--- config.mk ---
export PLATFORM = sky130hd
export DESIGN_NAME = dlfloat_dot_engine
export DESIGN_NICKNAME = d
export VERILOG_FILES = /design/src/rtl/dlfloat_pkg.sv /design/src/rtl/dlfloat_mac_core.sv /design/src/rtl/dlfloat_dot_engine.sv
export SDC_FILE = /design/constraint.sdc
export NUM_CORES = 1
export LEC_CHECK = 0
export CAP_MARGIN = 5
export CORE_ASPECT_RATIO = 1.5
export CORE_MARGIN = 1
export CORE_UTILIZATION = 44
export CTS_CLUSTER_SIZE = 12
export DETAILED_ROUTE_END_ITERATION = 6
export GPL_ROUTABILITY_DRIVEN = 0
export SLEW_MARGIN = 20
export SYNTH_ARGS = -nofsm -noshare
export SYNTH_HDL_FRONTEND = slang
export SYNTH_SLANG_ARGS = --single-unit
--- constraint.sdc ---
create_clock -name clk -period 22.8 [get_ports clk]
set_clock_uncertainty 0.15 [all_clocks]
set_input_delay 3.42 -clock clk [delete_from_list [all_inputs] [get_ports clk]]
set_output_delay 3.42 -clock clk [all_outputs]
set_load 0.03 [all_outputs]
--- src/rtl/dlfloat_pkg.sv ---
// Shared DLFloat16 field layout, special encodings and engine state type.
package dlfloat_pkg;

    localparam int EXP_W = 6;
    localparam int MAN_W = 9;
    localparam int BIAS  = 31;

    localparam logic [15:0] DLF_ZERO = 16'h0000;
    localparam logic [15:0] DLF_INF  = 16'hFFFF;
    localparam logic [15:0] DLF_MAX  = 16'h7DFE;
    localparam logic [15:0] DLF_MIN  = 16'h0201;

    typedef enum logic [1:0] {
        S_COLLECT,
        S_MUL,
        S_ACC,
        S_OUT
    } state_e;

endpackage

--- src/rtl/dlfloat_mac_core.sv ---
// Combinational DLFloat16 multiply and add with truncating rounding and clamp flags.
module dlfloat_mac_core
    import dlfloat_pkg::*;
(
    input  logic [15:0] mul_a_i,
    input  logic [15:0] mul_b_i,
    output logic [15:0] prod_o,
    output logic        prod_sat_o,
    input  logic [15:0] add_a_i,
    input  logic [15:0] add_b_i,
    output logic [15:0] sum_o,
    output logic        sum_sat_o
);

    localparam int          MSB   = EXP_W + MAN_W;
    localparam logic [6:0]  S_TOP = 7'((1 << EXP_W) - 1 + BIAS);

    logic [6:0]       s;
    logic [10:0]      mph;
    logic [EXP_W-1:0] me;

    always_comb begin
        s   = 7'(mul_a_i[MSB-1:MAN_W]) + 7'(mul_b_i[MSB-1:MAN_W]);
        // Upper 11 bits of the 20-bit hidden-one mantissa product.
        mph = 11'((20'({1'b1, mul_a_i[MAN_W-1:0]}) * 20'({1'b1, mul_b_i[MAN_W-1:0]})) >> MAN_W);
        me  = 6'(s - 7'(BIAS)) + 6'(mph[10]);
        prod_o     = DLF_ZERO;
        prod_sat_o = 1'b0;
        if (mul_a_i == DLF_INF || mul_b_i == DLF_INF) begin
            prod_o = DLF_INF;
        end else if (mul_a_i == DLF_ZERO || mul_b_i == DLF_ZERO) begin
            prod_o = DLF_ZERO;
        end else if (s < 7'(BIAS)) begin
            prod_o     = DLF_MIN;
            prod_sat_o = 1'b1;
        end else if (s == 7'(BIAS)) begin
            prod_o = DLF_ZERO;
        end else if (s > S_TOP) begin
            prod_o     = DLF_MAX;
            prod_sat_o = 1'b1;
        end else if (s == S_TOP) begin
            prod_o = DLF_INF;
        end else begin
            prod_o = {mul_a_i[MSB] ^ mul_b_i[MSB], me, mph[10] ? mph[9:1] : mph[8:0]};
        end
    end

    logic [EXP_W-1:0] ea, eb, el, es, d;
    logic [9:0]       ml, ms, msh, diff;
    logic             sl, ss, a_big;
    logic [10:0]      sum11;
    logic [3:0]       pos, lz;
    logic [MAN_W-1:0] man;
    logic signed [7:0] e;

    always_comb begin
        ea    = add_a_i[MSB-1:MAN_W];
        eb    = add_b_i[MSB-1:MAN_W];
        a_big = (ea > eb) || (ea == eb && add_a_i[MAN_W-1:0] >= add_b_i[MAN_W-1:0]);
        el    = a_big ? ea : eb;
        es    = a_big ? eb : ea;
        ml    = a_big ? {1'b1, add_a_i[MAN_W-1:0]} : {1'b1, add_b_i[MAN_W-1:0]};
        ms    = a_big ? {1'b1, add_b_i[MAN_W-1:0]} : {1'b1, add_a_i[MAN_W-1:0]};
        sl    = a_big ? add_a_i[MSB] : add_b_i[MSB];
        ss    = a_big ? add_b_i[MSB] : add_a_i[MSB];
        d     = el - es;
        msh   = ms >> d;
        sum11 = {1'b0, ml} + {1'b0, msh};
        diff  = ml - msh;
        pos   = '0;
        for (int unsigned i = 0; i < 10; i++) begin
            if (diff[i]) pos = 4'(i);
        end
        lz    = 4'd9 - pos;
        if (sl == ss) begin
            man = sum11[10] ? sum11[9:1] : sum11[8:0];
            e   = 8'(el) + 8'(sum11[10]);
        end else begin
            man = 9'(diff << lz);
            e   = 8'(el) - 8'(lz);
        end
        sum_o     = DLF_ZERO;
        sum_sat_o = 1'b0;
        if (ea == '0) begin
            sum_o = add_b_i;
        end else if (eb == '0) begin
            sum_o = add_a_i;
        end else if (add_a_i == DLF_INF || add_b_i == DLF_INF) begin
            sum_o = DLF_INF;
        end else if (sl != ss && diff == '0) begin
            sum_o = DLF_ZERO;
        end else if (e > 8'sd62) begin
            sum_o     = DLF_MAX;
            sum_sat_o = 1'b1;
        end else if (e <= 8'sd0) begin
            sum_o     = DLF_MIN;
            sum_sat_o = 1'b1;
        end else begin
            sum_o = {sl, e[5:0], man};
        end
    end

endmodule

--- src/rtl/dlfloat_dot_engine.sv ---
// Streaming DLFloat16 dot-product engine: beat-serial operand intake, MAC, serial result drain.
module dlfloat_dot_engine
    import dlfloat_pkg::*;
#(
    parameter int BUS_W     = 8,
    parameter int MAX_TERMS = 64
) (
    input  logic             clk,
    input  logic             rst_n,
    input  logic             in_valid,
    output logic             in_ready,
    input  logic [BUS_W-1:0] in_data,
    input  logic             in_last,
    output logic             out_valid,
    input  logic             out_ready,
    output logic [BUS_W-1:0] out_data,
    output logic             out_sat,
    output logic             busy
);

    localparam int         BEATS    = 16 / BUS_W;
    localparam logic [1:0] LAST_IN  = 2'(2 * BEATS - 1);
    localparam logic [1:0] LAST_OUT = 2'(BEATS - 1);

    state_e      state_q;
    logic [1:0]  beat_q, out_beat_q;
    logic [31:0] op_sr_q;
    logic [15:0] prod_q, acc_q, out_sr_q;
    logic [7:0]  term_q, term_d;
    logic        last_q, sat_q, sat_d;
    logic        in_ready_q, out_valid_q, out_sat_q;
    logic [15:0] mul_res, add_res;
    logic        mul_sat, add_sat;

    dlfloat_mac_core u_core (
        .mul_a_i    (op_sr_q[15:0]),
        .mul_b_i    (op_sr_q[31:16]),
        .prod_o     (mul_res),
        .prod_sat_o (mul_sat),
        .add_a_i    (prod_q),
        .add_b_i    (acc_q),
        .sum_o      (add_res),
        .sum_sat_o  (add_sat)
    );

    assign term_d = term_q + 8'd1;
    assign sat_d  = sat_q | add_sat;

    // Operands arrive LSB beat first; shifting in from the top leaves {B, A} after the last beat.
    always_ff @(posedge clk or negedge rst_n) begin
        if (!rst_n) begin
            state_q     <= S_COLLECT;
            beat_q      <= '0;
            out_beat_q  <= '0;
            op_sr_q     <= '0;
            prod_q      <= '0;
            acc_q       <= '0;
            out_sr_q    <= '0;
            term_q      <= '0;
            last_q      <= 1'b0;
            sat_q       <= 1'b0;
            in_ready_q  <= 1'b0;
            out_valid_q <= 1'b0;
            out_sat_q   <= 1'b0;
        end else begin
            case (state_q)
                S_COLLECT: begin
                    in_ready_q <= 1'b1;
                    if (in_valid && in_ready_q) begin
                        op_sr_q <= {in_data, op_sr_q[31:BUS_W]};
                        if (beat_q == LAST_IN) begin
                            beat_q     <= '0;
                            last_q     <= in_last;
                            in_ready_q <= 1'b0;
                            state_q    <= S_MUL;
                        end else begin
                            beat_q <= beat_q + 2'd1;
                        end
                    end
                end
                S_MUL: begin
                    prod_q  <= mul_res;
                    sat_q   <= sat_q | mul_sat;
                    state_q <= S_ACC;
                end
                S_ACC: begin
                    acc_q  <= add_res;
                    sat_q  <= sat_d;
                    term_q <= term_d;
                    if (last_q || term_d == 8'(MAX_TERMS)) begin
                        out_valid_q <= 1'b1;
                        out_sr_q    <= add_res;
                        out_sat_q   <= sat_d;
                        out_beat_q  <= '0;
                        state_q     <= S_OUT;
                    end else begin
                        in_ready_q <= 1'b1;
                        state_q    <= S_COLLECT;
                    end
                end
                S_OUT: begin
                    if (out_ready) begin
                        if (out_beat_q == LAST_OUT) begin
                            acc_q       <= '0;
                            term_q      <= '0;
                            sat_q       <= 1'b0;
                            last_q      <= 1'b0;
                            out_valid_q <= 1'b0;
                            out_sat_q   <= 1'b0;
                            out_sr_q    <= '0;
                            in_ready_q  <= 1'b1;
                            state_q     <= S_COLLECT;
                        end else begin
                            out_beat_q <= out_beat_q + 2'd1;
                            out_sr_q   <= out_sr_q >> BUS_W;
                        end
                    end
                end
                default: state_q <= S_COLLECT;
            endcase
        end
    end

    assign in_ready  = in_ready_q;
    assign out_valid = out_valid_q;
    assign out_data  = out_sr_q[BUS_W-1:0];
    assign out_sat   = out_sat_q;
    assign busy      = !(state_q == S_COLLECT && beat_q == 2'd0);

endmodule

==> metrics list, run 1 <==
- The worst register-to-register path has a setup slack of 12010 ps.
- Worst reg-to-reg path cell count: 35
- Syn nets: 1568
- Placed inst area: 0.0120 sq mm
- Once detail routing completed, the nets flagged for antenna violations numbered 0.
- Final Hold Vio Count: 0
* Top cells by area in the synthesized netlist: dfrtp_1 (21%), fa_1 (11%), ha_1 (11%)
* Detailed placement HPWL: 26.6 mm
- Endpoint class of the critical path: register
* Initial antenna violation count: 0
- Type of the most critical hold path: reg2reg
- Largest stage delay, worst path: 860 ps
* Number of buffers created by CTS: 9
* Endpoint required time on the critical path: 22900 ps
- Of all nets on the critical path, the largest fanout is 37.
* Final design area excluding fillers: 0.0123 sq mm
- Clock buffer depth: 2
- The finished layout holds 1699 standard cells, fillers aside.
* First-pass GRT wire length: 53.5 mm
- The critical path is of the reg2reg type.
- The number of pins exceeding their max-slew limit in the final report came to 0.
* Synth-to-Final Area Change: 6.28%
* Clock tree from TritonCTS: done
- Before antenna repair, the detailed router went through 5 iterations.
* Cell types with the highest counts after synthesis: nand2_1 (141), inv_1 (109), ha_1 (103)
- Fmax: 92.7 MHz
* Netlist area before placement: 0.0116 sq mm
- Summing over every cut layer, the via total after detailed routing is 10300.
- In this run the tool buffered the top-level ports with 24 buffer cells.
- Top-level I/O count: 25
- The flow ran to the end, and the final reports show no timing, DRC or antenna violations.
- After detailed routing, the total wire length is 33.1 mm.
* Placed insts: 1683
- Summing the sequential cell areas from Yosys gives 21.3% of the chip area.
- Buffers added to address setup during post-CTS repair amount to 0.
- N_diodes: 0
- Yosys warning total: 0
* Floorplan die area: 0.0271 sq mm
* # clock sinks: 99
- After detailed routing, the average wire length per cell comes to 19.5 um.
* Clock latency of the later-clocked register in the worst-skew pair: 360 ps
- Type of origin of the critical path: register
* Finish-stage setup viols: 0
- Number of global-route vias before repair: 10200
* Proportion of netlist area held by the largest area contributor: 21.3%
- From left edge to right edge, the die measures 135 um.
- Worst max-slew margin expressed relative to the limit: 30.9%
- The synthesized design spends more area on one cell type than any other, namely dfrtp_1.
- Once the clock tree was built, the resizer swapped 0 gates to a different size.
- Placeable Area: 0.0259 sq mm
- The worst path in the final design needs a cycle of 10790 ps, including I/O delays and setup.
* Final net count: 1542
- Fin crit share: 47.3%
- GRT Util Overall: 25.2%
- Overall die height: 201 um
* Synthesized instance count: 1387
- Level count of the clock H-tree: 3
- Row cnt: 72
* End-of-flow core utilization: 47.7%
* Post-synth ARST share: 100%
- Share of cells above drive strength 1: 6.66%
- Number of flip-flops and latches in the synthesized netlist: 99
- Summed over all layers, the global routing overflow is 0.
- After detailed routing, the number of vias per cell comes to 6.05.
* Max-capacitance violation count: 0
- After clock tree synthesis, the clock-pin slew on the worst setup and hold paths is 80 ps.
- Number of synthesized flops with an enable pin: 0
- CTS root buf: clkbuf_16
- Entering global routing, the biggest net connects 52 pins.
- Worst-Margin Slew: 1030 ps
- Averaged over all synthesized cells, the footprint is 8.37 sq um.
- Dominant cell by count in the synthesized netlist: nand2_1
- The synthesized netlist contains 84 unique library cells.
- The slowest stage of the critical path is the nor4_1 cell.
- Top_reg_cell synth: dfrtp_1
- Setup repair after global routing left no endpoint under its margin.
- Number of remaining DRC errors: 0
* Worst hold path cell count: 1
- In the final timing run, aggregate negative setup slack is 0 ps.
- Endpoint arrival time on the critical path: 10880 ps
- Detailed router's first-iteration violation count: 644
* Starting Density: 44.9%
- For this design, the CTS-stage hold fixing added 0 buffers.
kinds of logic (layout without fill, tap and decap cells):
family / Yosys count / in the layout / share of synthesized area (%)
flops: 99 / 99 / 21.3
fa+ha+maj: 170 / 170 / 22.5
mux: 69 / 69 / 6.57
simple gates: 459 / 459 / 19.5
buf+inv: 187 / 166 / 6.39
compound gates: 365 / 365 / 20.8
xor+xnor: 38 / 38 / 2.93
metrics by stage:
stage / hold slack, ps / setup slack (ps)
3_5_place_dp: 327 / 12150
4_1_cts: 348 / 12140
2_1_floorplan: 289 / 13130
3_3_place_gp: 314 / 12350
5_1_grt: 382 / 10930
6_report: 344 / 12010
per-layer routing:
layer	global-route usage, %	wire length [um]	vias up
met3	2.83	1190	105
met5	0	0	-
met1	27.7	12800	4969
li1	-	-	4908
met4	13.5	1920	0
met2	46.5	17100	290
layout by cell type (no fill, tap or decap), types with 14 or more instances in the layout:
cell type        synthesis  layout
a211oi_1                16      15
a21o_1                  14      14
a21oi_1                 83      82
and2_1                  60      60
buf_4                    8      14
clkdlybuf4s50_1          0      23
dfrtp_1                 99      99
fa_1                    65      65
ha_1                   103     103
inv_1                  109     109
mux2_2                  38      38
mux2i_1                 29      29
nand2_1                141     141
nand2b_1                17      17
nand3_1                 36      36
nand4_1                 22      22
nor2_1                  82      82
nor3_1                  34      34
nor4_1                  20      20
o211ai_1                17      17
o21ai_0                 99      99
xnor2_1                 28      28
final cells by class:
cell class / count / area [sq um]
clock buffer: 10 / 229
clock inverter: 6 / 57.6
fill: 2540 / 13500
inverter: 113 / 424
multi-input combinational: 1101 / 8400
sequential: 99 / 2480
tap: 333 / 417
timing repair buffer: 37 / 335
registers in the layout (all words and copies together) (netlist names):
register	cells
out_sat	1
beat_q	2
prod_q	16
state_q	2
out_sr_q	16
out_beat_q	2
in_ready	1
last_q	1
acc_q	16
out_valid	1
op_sr_q	32
sat_q	1
term_q	8
worst max-delay path: cells and delay by family (launching register included):
kind	cells	cell delay, ps
and+or+nand+nor	8	2610
DFF	1	520
adders and majority gates	5	2080
AOI/OAI and AO/OA	18	4440
buffers and inverters	4	870
worst paths after layout:
check,start,end
min in group asynchronous,rst_n,out_sr_q[13]
max in group asynchronous,rst_n,op_sr_q[24]
setup reg to reg,prod_q[9],out_sr_q[8]
hold reg to reg,out_beat_q[0],out_beat_q[0]
hold / removal,out_beat_q[0],out_beat_q[0]
setup / recovery,prod_q[9],out_sr_q[8]
Power of run 1 is not shown: default switching activity piles up to over one toggle a cycle in this logic, so the estimate is an artifact.
==> inputs of run 2 (changes only) <==
==> constraint.sdc (replaced) <==
create_clock -name clk -period 10.98 [get_ports clk]
set_clock_uncertainty 0.15 [all_clocks]
set_input_delay 1.647 -clock clk [delete_from_list [all_inputs] [get_ports clk]]
set_output_delay 1.647 -clock clk [all_outputs]
set_load 0.03 [all_outputs]
==> metrics list, run 2 (synthesis results as in run 1) <==
* Initial antenna violation count: 0 (unchanged)
- The final HPWL from detailed placement is 26.7 mm (+0.55%).
- The data required time of the critical path is 11110 ps (-11790 ps).
* Die Wd: 135 um (unchanged)
- Max-capacitance violation count: 0 (unchanged)
* Number of buffers created by CTS: 9 (unchanged)
- Type of origin of the critical path: register
* Row cnt: 72 (unchanged)
* Final WL: 33.7 mm (+1.9%)
* Starting Density: 44.9% (unchanged)
- Placeable Area: 0.0259 sq mm (unchanged)
* Largest register FFs: 32 (unchanged)
* Fmax: 97.0 MHz (+4.7%)
- The final routed wire length divided by cell count was 19.8 um (+1.7%).
- DR vias: 10400 (+0.86%)
- The number of global-route vias before repair came to 10500 (+3.5%).
- Number of iterations in the first detailed-routing pass: 5 (unchanged)
* Post-CTS Hold Fix Bufs: 0 (unchanged)
* Worst setup slack before clock tree synthesis: 448 ps (-11700 ps)
* Level count of the clock H-tree: 3 (unchanged)
- Largest stage delay, worst path: 530 ps (-330 ps)
- Most common library cell in the layout ignoring fill and taps: nand2_1
* Final net count: 1545 (+0.19%)
* Crit path max-delay family: compound AO/OA/AOI/OAI gates
- The cell sitting at the root of the clock tree is a clkbuf_16.
- Clock tree from TritonCTS: done
- Count of buffers from port buffering: 24 (unchanged)
- Endpoint class of the critical path: register
- Detailed router's first-iteration violation count: 586 (-9.0%)
- The die boundary height came to 201 um (unchanged).
- Synth-to-Final Area Change: 7.06%
- The clock-pin slew reported for the worst setup and hold paths after clock tree synthesis came to 80 ps (about the same).
* Vias per cell: 6.09 (+0.68%)
- The clock tree buffer depth is 2 (unchanged).
- Reg2Reg Setup Slack: 670 ps (-11340 ps)
- The fraction of layout instances using a drive strength above 1 is 7.23% (+0.57 points).
* # clock sinks: 99 (unchanged)
- In the layout the commonest cells are nand2_1 (141), inv_1 (109), ha_1 (102).
- GRT Util Overall: 26.1% (+0.92 points)
* Antenna viol nets, final: 0 (unchanged)
- The total of endpoints with negative setup slack in the final report was 0 (unchanged).
- Worst max-slew margin expressed relative to the limit: 29.9% (-1.0 points)
- Worst setup slack after layout: 674 ps (-11340 ps)
* Worst-Margin Slew: 1050 ps (+19.1 ps)
* Maximum number of pins on one net before global-route repair: 52 (unchanged)
- The critical path in this run is classified as reg2reg.
- Top-level I/O count: 25 (unchanged)
- The total congestion overflow is 0 (unchanged).
- First-pass GRT wire length: 55.5 mm (+3.9%)
- The die outline area was 0.0271 sq mm (unchanged).
- On the critical path, the stage with the largest delay is an instance of or4_4.
* Maximum net fanout on the critical path: 36 (-2.7%)
- The number of diodes is 0 (unchanged).
- Endpoint arrival time on the critical path: 10430 ps (-450 ps)
- Type of the most critical hold path: reg2reg
- Number of remaining DRC errors: 0 (unchanged)
- Final Hold Vio Count: 0 (unchanged)
- The register with the most flip-flops in the final layout is op_sr_q.
* Critical path buffers and inverters: 4 (unchanged)
- Clock latency of the later-clocked register in the worst-skew pair: 360 ps (about the same)
- The final critical-path required period came to 10310 ps (-482 ps).
* Total count of max-transition violations in the final report: 0 (unchanged)
- Result of the run: completed
- Fin crit share: 93.9% (+47 points)
==> run 2: changes by cell type in the layout (fill, tap and decap cells not counted), sizes merged <==
cell      before  now
buf           14   17
clkinv         6    5
inv          113  112
clkinvlp       0    2
==> run 2: stage by stage <==
stage / area [sq um] / setup TNS, ps / hold slack, ps / cells / util, %
2_1_floorplan: 11600 / 0 / 289 / 1387 / -
3_3_place_gp: 12100 / 0 / 306 / 1684 / 46.6
3_5_place_dp: 12100 / 0 / 311 / 1684 / 46.6
4_1_cts: 12300 / 0 / 330 / 1700 / 47.8
5_1_grt: 12400 / -13.0 / 353 / 1702 / 48.1
6_report: 12400 / 0 / 326 / 1702 / 48.1
==> run 2: final timing paths <==
path / start / end / depth (start not counted)
max reg2reg: prod_q[9] / out_sr_q[15] / 36
max: prod_q[9] / out_sr_q[15] / 36
min: out_sr_q[11] / out_sr_q[11] / 2
min in group asynchronous: rst_n / out_sr_q[5] / 1
min reg2reg: out_sr_q[11] / out_sr_q[11] / 2
max in group asynchronous: rst_n / op_sr_q[1] / 2
==> run 2: routing by layer <==
layer	part of all wire [%]	GRT usage, %	vias up
li1	-	-	4909
met1	38	28.8	5039
met2	52	47.0	290
met3	4.0	3.56	122
met4	6.2	15.3	0
met5	0	0	-
==> run 2: timing repair <==
item                       4_1_cts  5_1_grt
setup endpoints to repair        0       30
resized for setup                0        9
hold endpoints to repair         0        0
setup buffers                    0        2
==> run 2: cell type report <==
type,count,area [sq um]
Clock buffer,10,239
Sequential cell,99,2480
Clock inverter,6,57.6
Inverter,113,424
Timing Repair Buffer,40,358
Multi-Input combinational cell,1101,8460
Fill cell,2531,13400
Tap cell,333,417
==> run 2: tightest hold or removal path: stages, from the launching register on <==
cell and delay [ps]:
dfrtp_1 350, nand2_1 50, nand2_1 50
Power of run 2 is left out for the same reason.
